## config.mk

```make
export PLATFORM = sky130hd
export DESIGN_NAME = spy_readout_flat
export DESIGN_NICKNAME = d
export VERILOG_FILES = /design/src/rtl/spy_readout_if.sv /design/src/rtl/spy_readout.sv /design/src/flat_wrapper.sv
export SDC_FILE = /design/constraint.sdc
export NUM_CORES = 1
export LEC_CHECK = 0
export CAP_MARGIN = 40
export CELL_PAD_IN_SITES_DETAIL_PLACEMENT = 1
export CELL_PAD_IN_SITES_GLOBAL_PLACEMENT = 1
export CORE_MARGIN = 3
export CORE_UTILIZATION = 50
export DETAILED_ROUTE_END_ITERATION = 12
export GPL_ROUTABILITY_DRIVEN = 0
export PLACE_DENSITY_LB_ADDON = 0.1
export SLEW_MARGIN = 20
export SYNTH_ARGS = -nofsm -noshare
export SYNTH_HDL_FRONTEND = slang
export SYNTH_SLANG_ARGS = --single-unit
```

## constraint.sdc

```tcl
create_clock -name clk -period 6.1 [get_ports clk]
set_input_delay 1.525 -clock clk [delete_from_list [all_inputs] [get_ports clk]]
set_output_delay 1.525 -clock clk [all_outputs]
set_load 0.05 [all_outputs]
```

## src/rtl/spy_readout_if.sv

```systemverilog
// RAM read port and output stream of the spy-buffer readout engine.
interface spy_readout_if #(
  parameter int ADDR_W = 11,
  parameter int DATA_W = 16
);
  logic              rden;
  logic [ADDR_W-1:0] raddr;
  logic [DATA_W-1:0] rdata;
  logic [DATA_W-1:0] out_data;
  logic              out_valid;
  logic              out_ready;
  logic              out_last;

  modport master (output rden, raddr, out_data, out_valid, out_last,
                  input  rdata, out_ready);
  modport slave  (input  rden, raddr, out_data, out_valid, out_last,
                  output rdata, out_ready);
endinterface

```

## src/rtl/spy_readout.sv

```systemverilog
// Streams a header word plus the whole locked spy RAM in address order, then
// pulses rearm so the capture controller can start over.
module spy_readout #(
  parameter int ADDR_W = 11,
  parameter int DATA_W = 16,
  parameter int RD_LAT = 2
) (
  input  logic          clk,
  input  logic          reset,
  input  logic          capture_done,
  input  logic          rd_req,
  spy_readout_if.master bus,
  output logic          busy,
  output logic          rearm,
  output logic          req_err
);
  localparam int DEPTH = RD_LAT + 2;
  localparam int CW    = $clog2(DEPTH + 1);
  localparam int PW    = $clog2(DEPTH);

  typedef enum logic [1:0] {IDLE, HEADER, STREAM, REARM} state_t;

  state_t              state_q, state_d;
  logic [DATA_W-5:0]   seq_q, seq_d;
  logic [ADDR_W:0]     issue_cnt_q, issue_cnt_d;
  logic [ADDR_W-1:0]   pop_cnt_q, pop_cnt_d;
  logic [ADDR_W-1:0]   raddr_q, raddr_d;
  logic [RD_LAT:1]     vld_pipe_q, vld_pipe_d;
  logic [PW-1:0]       rd_ptr_q, rd_ptr_d, wr_ptr_q, wr_ptr_d;
  logic [CW-1:0]       cnt_q, cnt_d;
  logic                req_err_q, req_err_d;
  logic [DATA_W-1:0]   fifo_mem [DEPTH];

  logic [CW-1:0]       inflight;
  logic [CW:0]         claimed;
  logic                fifo_vld, issue, push, pop, last_word;

  function automatic logic [PW-1:0] ptr_inc(input logic [PW-1:0] p);
    return (p == PW'(DEPTH - 1)) ? '0 : p + 1'b1;
  endfunction

  always_ff @(posedge clk) begin
    if (reset) state_q <= IDLE;
    else       state_q <= state_d;
  end

  always_comb begin
    state_d = state_q;
    case (state_q)
      IDLE:    if (rd_req && capture_done) state_d = HEADER;
      HEADER:  if (bus.out_ready) state_d = STREAM;
      STREAM:  if (pop && last_word) state_d = REARM;
      REARM:   state_d = IDLE;
      default: state_d = IDLE;
    endcase
  end

  always_comb begin
    bus.out_valid = 1'b0;
    bus.out_last  = 1'b0;
    bus.out_data  = '0;
    busy          = (state_q != IDLE);
    rearm         = (state_q == REARM);
    case (state_q)
      HEADER: begin
        bus.out_valid = 1'b1;
        bus.out_data  = {4'hA, seq_q};
      end
      STREAM: begin
        bus.out_valid = fifo_vld;
        bus.out_last  = last_word;
        if (fifo_vld) bus.out_data = fifo_mem[rd_ptr_q];
      end
      default: ;
    endcase
  end

  // Every issued read reserves a FIFO slot up front, so returning data always fits.
  always_comb begin
    inflight = '0;
    for (int i = 1; i <= RD_LAT; i++) inflight = inflight + CW'(vld_pipe_q[i]);
    claimed   = {1'b0, cnt_q} + {1'b0, inflight};
    fifo_vld  = (cnt_q != '0);
    issue     = (state_q == HEADER || state_q == STREAM) && !issue_cnt_q[ADDR_W]
                && (claimed < (CW+1)'(DEPTH));
    push      = vld_pipe_q[RD_LAT];
    pop       = (state_q == STREAM) && fifo_vld && bus.out_ready;
    last_word = (state_q == STREAM) && fifo_vld && (&pop_cnt_q);

    issue_cnt_d = issue_cnt_q + (ADDR_W+1)'(issue);
    pop_cnt_d   = pop_cnt_q + ADDR_W'(pop);
    if (state_q == IDLE) begin
      issue_cnt_d = '0;
      pop_cnt_d   = '0;
    end
    raddr_d   = issue ? issue_cnt_q[ADDR_W-1:0] : raddr_q;
    seq_d     = seq_q + (DATA_W-4)'(state_q == REARM);
    req_err_d = (state_q == IDLE) && rd_req && !capture_done;

    vld_pipe_d[1] = issue;
    for (int i = 2; i <= RD_LAT; i++) vld_pipe_d[i] = vld_pipe_q[i-1];

    rd_ptr_d = pop  ? ptr_inc(rd_ptr_q) : rd_ptr_q;
    wr_ptr_d = push ? ptr_inc(wr_ptr_q) : wr_ptr_q;
    case ({push, pop})
      2'b10:   cnt_d = cnt_q + 1'b1;
      2'b01:   cnt_d = cnt_q - 1'b1;
      default: cnt_d = cnt_q;
    endcase
  end

  assign bus.rden  = issue;
  assign bus.raddr = raddr_d;
  assign req_err   = req_err_q;

  always_ff @(posedge clk) begin
    if (reset) begin
      seq_q       <= '0;
      issue_cnt_q <= '0;
      pop_cnt_q   <= '0;
      raddr_q     <= '0;
      vld_pipe_q  <= '0;
      rd_ptr_q    <= '0;
      wr_ptr_q    <= '0;
      cnt_q       <= '0;
      req_err_q   <= 1'b0;
    end else begin
      seq_q       <= seq_d;
      issue_cnt_q <= issue_cnt_d;
      pop_cnt_q   <= pop_cnt_d;
      raddr_q     <= raddr_d;
      vld_pipe_q  <= vld_pipe_d;
      rd_ptr_q    <= rd_ptr_d;
      wr_ptr_q    <= wr_ptr_d;
      cnt_q       <= cnt_d;
      req_err_q   <= req_err_d;
    end
  end

  always_ff @(posedge clk) begin
    if (push) fifo_mem[wr_ptr_q] <= bus.rdata;
  end

  a_no_overflow: assert property (@(posedge clk) disable iff (reset)
    !(push && !pop && cnt_q == CW'(DEPTH)));
endmodule
```

## src/flat_wrapper.sv

```systemverilog
// flat-port wrapper written by rule: the top's interface ports become plain ports
module spy_readout_flat 
#(
  parameter int ADDR_W = 11,
  parameter int DATA_W = 16,
  parameter int RD_LAT = 2
)
  (clk, reset, capture_done, rd_req, busy, rearm, req_err, bus_rden, bus_raddr, bus_out_data, bus_out_valid, bus_out_last, bus_rdata, bus_out_ready);
  spy_readout_if #(.ADDR_W(ADDR_W), .DATA_W(DATA_W)) bus_i ();
  input  logic clk;
  input  logic reset;
  input  logic capture_done;
  input  logic rd_req;
  output logic busy;
  output logic rearm;
  output logic req_err;
  output wire logic [$bits(bus_i.rden)-1:0] bus_rden;
  output wire logic [$bits(bus_i.raddr)-1:0] bus_raddr;
  output wire logic [$bits(bus_i.out_data)-1:0] bus_out_data;
  output wire logic [$bits(bus_i.out_valid)-1:0] bus_out_valid;
  output wire logic [$bits(bus_i.out_last)-1:0] bus_out_last;
  input wire logic [$bits(bus_i.rdata)-1:0] bus_rdata;
  input wire logic [$bits(bus_i.out_ready)-1:0] bus_out_ready;
  assign bus_rden = bus_i.rden;
  assign bus_raddr = bus_i.raddr;
  assign bus_out_data = bus_i.out_data;
  assign bus_out_valid = bus_i.out_valid;
  assign bus_out_last = bus_i.out_last;
  assign bus_i.rdata = bus_rdata;
  assign bus_i.out_ready = bus_out_ready;
  spy_readout #(.ADDR_W(ADDR_W), .DATA_W(DATA_W), .RD_LAT(RD_LAT)) u_core (.clk(clk), .reset(reset), .capture_done(capture_done), .rd_req(rd_req), .bus(bus_i), .busy(busy), .rearm(rearm), .req_err(req_err));
endmodule
```

==> flow_metrics.py, run 1 <==
metrics = {
    "cells_and_area": {
        "finalCoreUtilization": 0.645,
        "synthToLayoutAreaGrowth_pct": 23.7,
        "finish.instance_area_sq_um": 6400,
        "finalNetCount": 487,
        "filler_cell_count": 968,
        "layout.cells.non_filler": 591,
        "layout_cells_sized_above_1": 0.138,
        "antennaDiodeCount": 0,
    },
    "clocking": {
        "cts_max_level": 4,
        "clock_tree_root_driver_cell": "clkbuf_8",
        "clockBufferDepth": 2,
        "worstSkewPairLatency_ps": 520,
        "cts_repair_resize_count": 0,
        "cts.repair_timing.setup_buffer_count": 0,
        "clock_tree_from_tritoncts": "done",
        "clk_pin_slew_ps": 60,
        "cts-buffers-inserted": 17,
        "clk_sink_count": 124,
        "hold_buffers": 0,
    },
    "min_path": {
        "worstHoldPathType": "reg -> reg",
        "min_from": "u_core.rd_ptr_q[1]",
    },
    "timing": {
        "setup_viol": 0,
        "post-route-worst-setup-slack_ps": 1300,
        "tightest_slew_ps": 776,
        "report.final.hold_viol_count": 0,
        "worst_hold_slack_ps": 483,
        "final.setup.tns_ps": 0,
        "period_share": 0.786,
        "fin_skew_ps": 8.42,
        "final_max_tran_viols": 0,
        "fin_crit_ps": 4800,
        "rsz0062_at_grt": "false",
        "slew_headroom": 0.482,
        "max_freq_mhz": 208,
    },
    "critical_path": {
        "critPathRequiredTime_ps": 4580,
        "startpoint": "u_core.state_q[1]",
        "cp-start-kind": "register",
        "cp_slowest_cell": "clkdlybuf4s50_1",
        "r2r_start": "u_core.state_q[1]",
        "cpPeakStageDelay_ps": 800,
        "end_kind": "primary output",
        "cp.arrival_ps": 3270,
        "crit_path_max_fanout": 13,
        "criticalPathCategory": "reg -> out",
        "cp_cell_sequence": "inv_1 -> ha_1 -> nor4b_2 -> nand2_2 -> mux2_2 -> clkdlybuf4s50_1",
    },
    "synth": {
        "synth_area_sq_um": 5170,
        "synth_top_cells_by_area": "edfxtp_1, dfxtp_1, mux4_2",
        "avgSynthCellArea_sq_um": 13.5,
        "yosys_top_cell_by_area": "edfxtp_1",
        "synth.distinct_cells": 40,
        "netlist.area_leader.share": 0.372,
        "synth_cells": 382,
        "synth_seq_area_share": 0.604,
        "synth_fp_nets": 424,
        "yosysWarnings": 0,
        "flop_and_latch_count_out_of_synthesis": 124,
    },
    "die": {
        "fp.dieH_um": 108,
        "fp.dieW_um": 108,
        "initial_util": 0.522,
        "rows": 36,
        "boundaryPins": 54,
        "placeableCoreArea_sq_um": 9910,
        "fp.dieArea_sq_um": 11600,
    },
    "global_route": {
        "track_usage": 0.209,
        "maximum_number_of_pins_on_one_net_before_global_route_repair": 39,
        "first_global_vias": 3394,
        "grt_first_pass_wirelength_um": 18200,
        "globalRoute.totalOverflow": 0,
        "number_of_antenna_violations_at_the_first_check_in_global_routing": 0,
    },
    "place": {
        "dpl.hpwl_um": 7270,
        "preCtsSetupSlack_ps": 1930,
        "placement.cell_area_sq_um": 5810,
        "port_buffers": 53,
        "placed_cells": 555,
    },
    "outcome": {
        "outcome": "finished clean",
    },
    "detailed_routing": {
        "route.final.wire_length_um": 11400,
        "dr.pass1.iters": 4,
        "route.detailed.vias_per_inst": 5.41,
        "vias": 3199,
        "detailedRoute.firstIterationViolations": 146,
        "route.detailed.wl_per_inst_um": 19.3,
        "drcViolationCount": 0,
        "number_of_nets_with_antenna_violations_after_detailed_routing": 0,
    },
    "power_and_ir_drop": {
        "totalPowerFinal_mw": 2.26,
        "peakVddDrop_mv": 0.210,
        "power_per_cell_area_nw_per_um2": 353,
        "p_leak_nw": 2.29,
    },
    "job": {
        "drv.max_cap_violation_count": 0,
    },
}
-- cells in the final DEF (no fill, tap or decap), types with 4 or more instances in the layout --
cell,netlist,layout
clkdlybuf4s50_1,0,53
nor2b_1,12,12
xnor2_1,7,7
dfxtp_1,60,60
and2_1,12,12
edfxtp_1,64,64
and3_1,6,6
o21ai_0,4,4
ha_1,20,20
and4_1,4,4
clkbuf_16,0,16
or3_1,4,4
nand4_1,10,10
a22o_1,12,12
mux4_2,16,16
inv_1,14,14
xor2_1,21,21
clkinv_1,0,7
a21oi_1,8,8
nor3_1,4,4
mux2_4,6,6
nand3_1,14,14
nand2_1,11,11
nor2_1,34,34
buf_8,0,4
mux2_2,5,5
-- final timing paths --
path,cells after the start,end,slack [ps]
max,6,bus_raddr[0],1300
min,2,register,480
max reg2reg,11,u_core.issue_cnt_q[10],3010
min reg2reg,2,register,480
-- final cells by class --
class                   count  area [sq um]  share of cell area
multi-input cells         229          1920               0.299
clock inverters            12           104              0.0162
flip-flops and latches    124          3120               0.488
inverters                  14          52.6             0.00822
repair buffers             59           609              0.0953
well taps                 133           166              0.0260
clock buffers              20           425              0.0665
-- layer usage --
metal  global-route usage  up-vias  routed length (um)
met2                0.331       72                5550
met5                    0        -                   0
met4               0.0622        0                 124
met1                0.286     1600                5300
met3               0.0534       12                 400
li1                     -     1515                   -
-- state kept, by name (all words and copies together), names as in the netlist, named ones only --
register and count:
u_core.cnt_q 3, u_core.rd_ptr_q 2, u_core.seq_q 12, u_core.state_q 2
u_core.issue_cnt_q 12, u_core.raddr_q 11, u_core.req_err 1, u_core.vld_pipe_q 2
u_core.fifo_mem 64, u_core.wr_ptr_q 2, u_core.pop_cnt_q 11
-- report_power, final --
| part | internal [mW] | switching [mW] | total [mW] |
|---|---|---|---|
| registers | 0.920 | 0.0256 | 0.945 |
| clock network | 0.568 | 0.343 | 0.911 |
| logic | 0.145 | 0.259 | 0.404 |
-- critical path: cells and delay by family (launching register included) --
| kind | cells | cell delay [ps] |
|---|---|---|
| multiplexers | 1 | 330 |
| flip-flops | 1 | 390 |
| buffers and inverters | 2 | 900 |
| adder cells (fa/ha/maj) | 1 | 460 |
| AND/OR/NAND/NOR | 2 | 660 |
-- cell families (layout without fill, tap and decap cells) --
family	after synthesis	count (layout)	share of synthesized area
simple gates	121	121	0.128
mux	29	29	0.102
fa+ha+maj	21	21	0.0523
xor+xnor	28	28	0.0474
buf+inv	29	105	0.0252
compound gates	30	30	0.0414
flops	124	124	0.604
-- synth_stat cells --
library cell and count:
nand3_1 14, or3_2 1, nor2_1 34, and3_1 6, fa_1 1, o21ai_0 4, or2_2 2, nand4_1 10
mux2_4 6, dfxtp_1 60, nor2b_1 12, clkbuf_1 8, nand2_1 11, a21o_1 2, xnor2_1 7, xor2_1 21
nand2_2 1, buf_1 2, and4_1 4, nor2b_4 2, a31oi_1 1, nand2b_1 2, or3_1 4, a221oi_1 2
a21oi_1 8, nor4b_1 1, a22o_1 12, buf_6 2, buf_4 1, mux2i_1 2, nor4b_2 1, edfxtp_1 64
o31a_2 1, and2_1 12, ha_1 20, mux4_2 16, buf_2 2, nor3_1 4, mux2_2 5, inv_1 14
Power figures use the tool's default switching activity.
==> inputs of run 2 (changes only) <==
--- a/config.mk
+++ b/config.mk
@@ -9,7 +9,7 @@
 export CELL_PAD_IN_SITES_DETAIL_PLACEMENT = 1
 export CELL_PAD_IN_SITES_GLOBAL_PLACEMENT = 1
 export CORE_MARGIN = 3
-export CORE_UTILIZATION = 50
+export CORE_UTILIZATION = 46
 export DETAILED_ROUTE_END_ITERATION = 12
 export GPL_ROUTABILITY_DRIVEN = 0
 export PLACE_DENSITY_LB_ADDON = 0.1
==> constraint.sdc (replaced) <==
create_clock -name clk -period 4.9 [get_ports clk]
set_input_delay 1.225 -clock clk [delete_from_list [all_inputs] [get_ports clk]]
set_output_delay 1.225 -clock clk [all_outputs]
set_load 0.05 [all_outputs]
==> run 2 against run 1 <==
  * Combinational power grew 23%
  * Clock-buffer cell count rose by 3
  * Critical endpoint is now bus_raddr[2]
  * Clock power increased by 35%
  * Non-clock buffer count is 1 higher
  * Clock skew down 2.9 ps
  * Die area increased by 8.2%
  * Utilization fell by 5.1 points
  * Hold slack better by 2.3 ps
  * Wire length is 0.38% higher
  * Highest routed layer unchanged
  * Register-to-register slack worse by 960 ps
  * Critical path type unchanged
  * Flip-flop and latch count is the same
  * Largest power group is now the clock network
  * Sequential power rose by 25%
==> flow_metrics.py, run 2 (synthesis results as in run 1) <==
metrics = {
    "cells_and_area": {
        "finish.instance_area_sq_um": 6470,
        "final_cell_mix": "edfxtp_1, dfxtp_1, clkdlybuf4s50_1, nor2_1, xor2_1",
        "layout.cells.most_common": "edfxtp_1",
        "biggestRegsByFlops": "u_core.fifo_mem x64, u_core.issue_cnt_q x12, u_core.seq_q x12",
        "antennaDiodeCount": 0,
        "synthToLayoutAreaGrowth_pct": 25.2,
        "finalNetCount": 488,
        "top_register_by_number_of_flip_flops": "u_core.fifo_mem",
        "layout_cells_sized_above_1": 0.155,
        "layout.cells.non_filler": 599,
        "largest_register_ffs": 64,
        "finalCoreUtilization": 0.595,
    },
    "place": {
        "dpl.hpwl_um": 7660,
        "port_buffers": 53,
        "placement.cell_area_sq_um": 5870,
        "preCtsSetupSlack_ps": 1140,
        "placed_cells": 566,
    },
    "die": {
        "fp.dieArea_sq_um": 12500,
        "fp.dieW_um": 112,
        "fp.dieH_um": 112,
        "placeableCoreArea_sq_um": 10900,
        "rows": 38,
        "initial_util": 0.475,
        "boundaryPins": 54,
    },
    "power_and_ir_drop": {
        "peakVddDrop_mv": 0.310,
        "p_leak_nw": 2.33,
        "power_per_cell_area_nw_per_um2": 448,
        "totalPowerFinal_mw": 2.90,
    },
    "timing": {
        "final.setup.tns_ps": 0,
        "rsz0062_at_grt": "false",
        "fin_crit_ps": 4280,
        "worst_hold_slack_ps": 485,
        "report.final.hold_viol_count": 0,
        "max_freq_mhz": 234,
        "setup_viol": 0,
        "post-route-worst-setup-slack_ps": 624,
        "fin_skew_ps": 5.49,
        "final_max_tran_viols": 0,
        "slew_headroom": 0.570,
        "period_share": 0.873,
        "tightest_slew_ps": 643,
    },
    "clocking": {
        "clk_pin_slew_ps": 60,
        "cts_repair_resize_count": 0,
        "clk_sink_count": 124,
        "cts.repair_timing.setup_buffer_count": 0,
        "clock_tree_root_driver_cell": "clkbuf_8",
        "cts-buffers-inserted": 17,
        "clock_tree_from_tritoncts": "done",
        "clockBufferDepth": 2,
        "worstSkewPairLatency_ps": 530,
        "hold_buffers": 0,
        "cts_max_level": 4,
    },
    "global_route": {
        "track_usage": 0.197,
        "maximum_number_of_pins_on_one_net_before_global_route_repair": 23,
        "globalRoute.totalOverflow": 0,
        "first_global_vias": 3399,
        "number_of_antenna_violations_at_the_first_check_in_global_routing": 0,
        "grt_first_pass_wirelength_um": 18600,
    },
    "critical_path": {
        "cp_cell_sequence": "inv_1 -> ha_1 -> nor4b_2 -> nand2_2 -> mux2_2 -> clkdlybuf4s50_1",
        "cp_slowest_cell": "clkdlybuf4s50_1",
        "cp.arrival_ps": 3050,
        "end_kind": "primary output",
        "crit_family": "buffers and inverters",
        "cp-start-kind": "register",
        "criticalPathCategory": "reg -> out",
        "cp.buffers_inverters": 2,
        "critPathRequiredTime_ps": 3670,
        "cpPeakStageDelay_ps": 800,
        "crit_path_max_fanout": 13,
    },
    "detailed_routing": {
        "vias": 3188,
        "drcViolationCount": 0,
        "route.detailed.vias_per_inst": 5.32,
        "route.final.wire_length_um": 11400,
        "detailedRoute.firstIterationViolations": 137,
        "dr.pass1.iters": 4,
        "number_of_nets_with_antenna_violations_after_detailed_routing": 0,
        "route.detailed.wl_per_inst_um": 19.1,
    },
    "outcome": {
        "outcome": "finished clean",
    },
    "job": {
        "drv.max_cap_violation_count": 0,
    },
    "min_path": {
        "worstHoldPathType": "reg -> reg",
    },
}
[run 2: path summary, 6_finish.rpt]
| kind | startpoint | to | slack [ps] | cells past startpoint |
|---|---|---|---|---|
| worst max-delay path | u_core.state_q[0] | bus_raddr[2] | 620 | 6 |
| worst min-delay path | u_core.rd_ptr_q[1] | u_core.rd_ptr_q[1] | 490 | 2 |
| worst max register to register | u_core.state_q[0] | u_core.issue_cnt_q[8] | 2050 | 11 |
| worst min register to register | u_core.rd_ptr_q[1] | u_core.rd_ptr_q[1] | 490 | 2 |
[run 2: layer usage]
metal	vias to the layer above	global-route usage	routed length [um]
li1	1513	-	-
met1	1603	0.260	5290
met2	60	0.308	5530
met3	12	0.0630	460
met4	0	0.0689	147
met5	-	0	0
[run 2: report_power, final]
group,internal [mW],total (mW),switching [mW]
combinational,0.181,0.495,0.313
sequential,1.14,1.18,0.0307
clock,0.782,1.23,0.447
[run 2: final cells by class]
class,instances,area (sq um)
inverter,14,52.6
tap,140,175
multi-input combinational,229,1920
timing repair buffer,60,621
clock inverter,9,109
fill,1054,4410
clock buffer,23,478
sequential,124,3120
[run 2: tightest hold or removal path, delay by kind of cell, from the launching register on]
family | cells | cell delay [ps]
AOI/OAI and AO/OA | 1 | 70
and+or+nand+nor | 1 | 50
DFF | 1 | 310
==> inputs of run 3 (changes only) <==
--- a/config.mk
+++ b/config.mk
@@ -12,6 +12,7 @@
 export CORE_UTILIZATION = 46
 export DETAILED_ROUTE_END_ITERATION = 12
 export GPL_ROUTABILITY_DRIVEN = 0
+export HOLD_SLACK_MARGIN = 0.1
 export PLACE_DENSITY_LB_ADDON = 0.1
 export SLEW_MARGIN = 20
 export SYNTH_ARGS = -nofsm -noshare
==> results of run 3 <==
Final layout, timing and power as in run 2 (identical DEF).
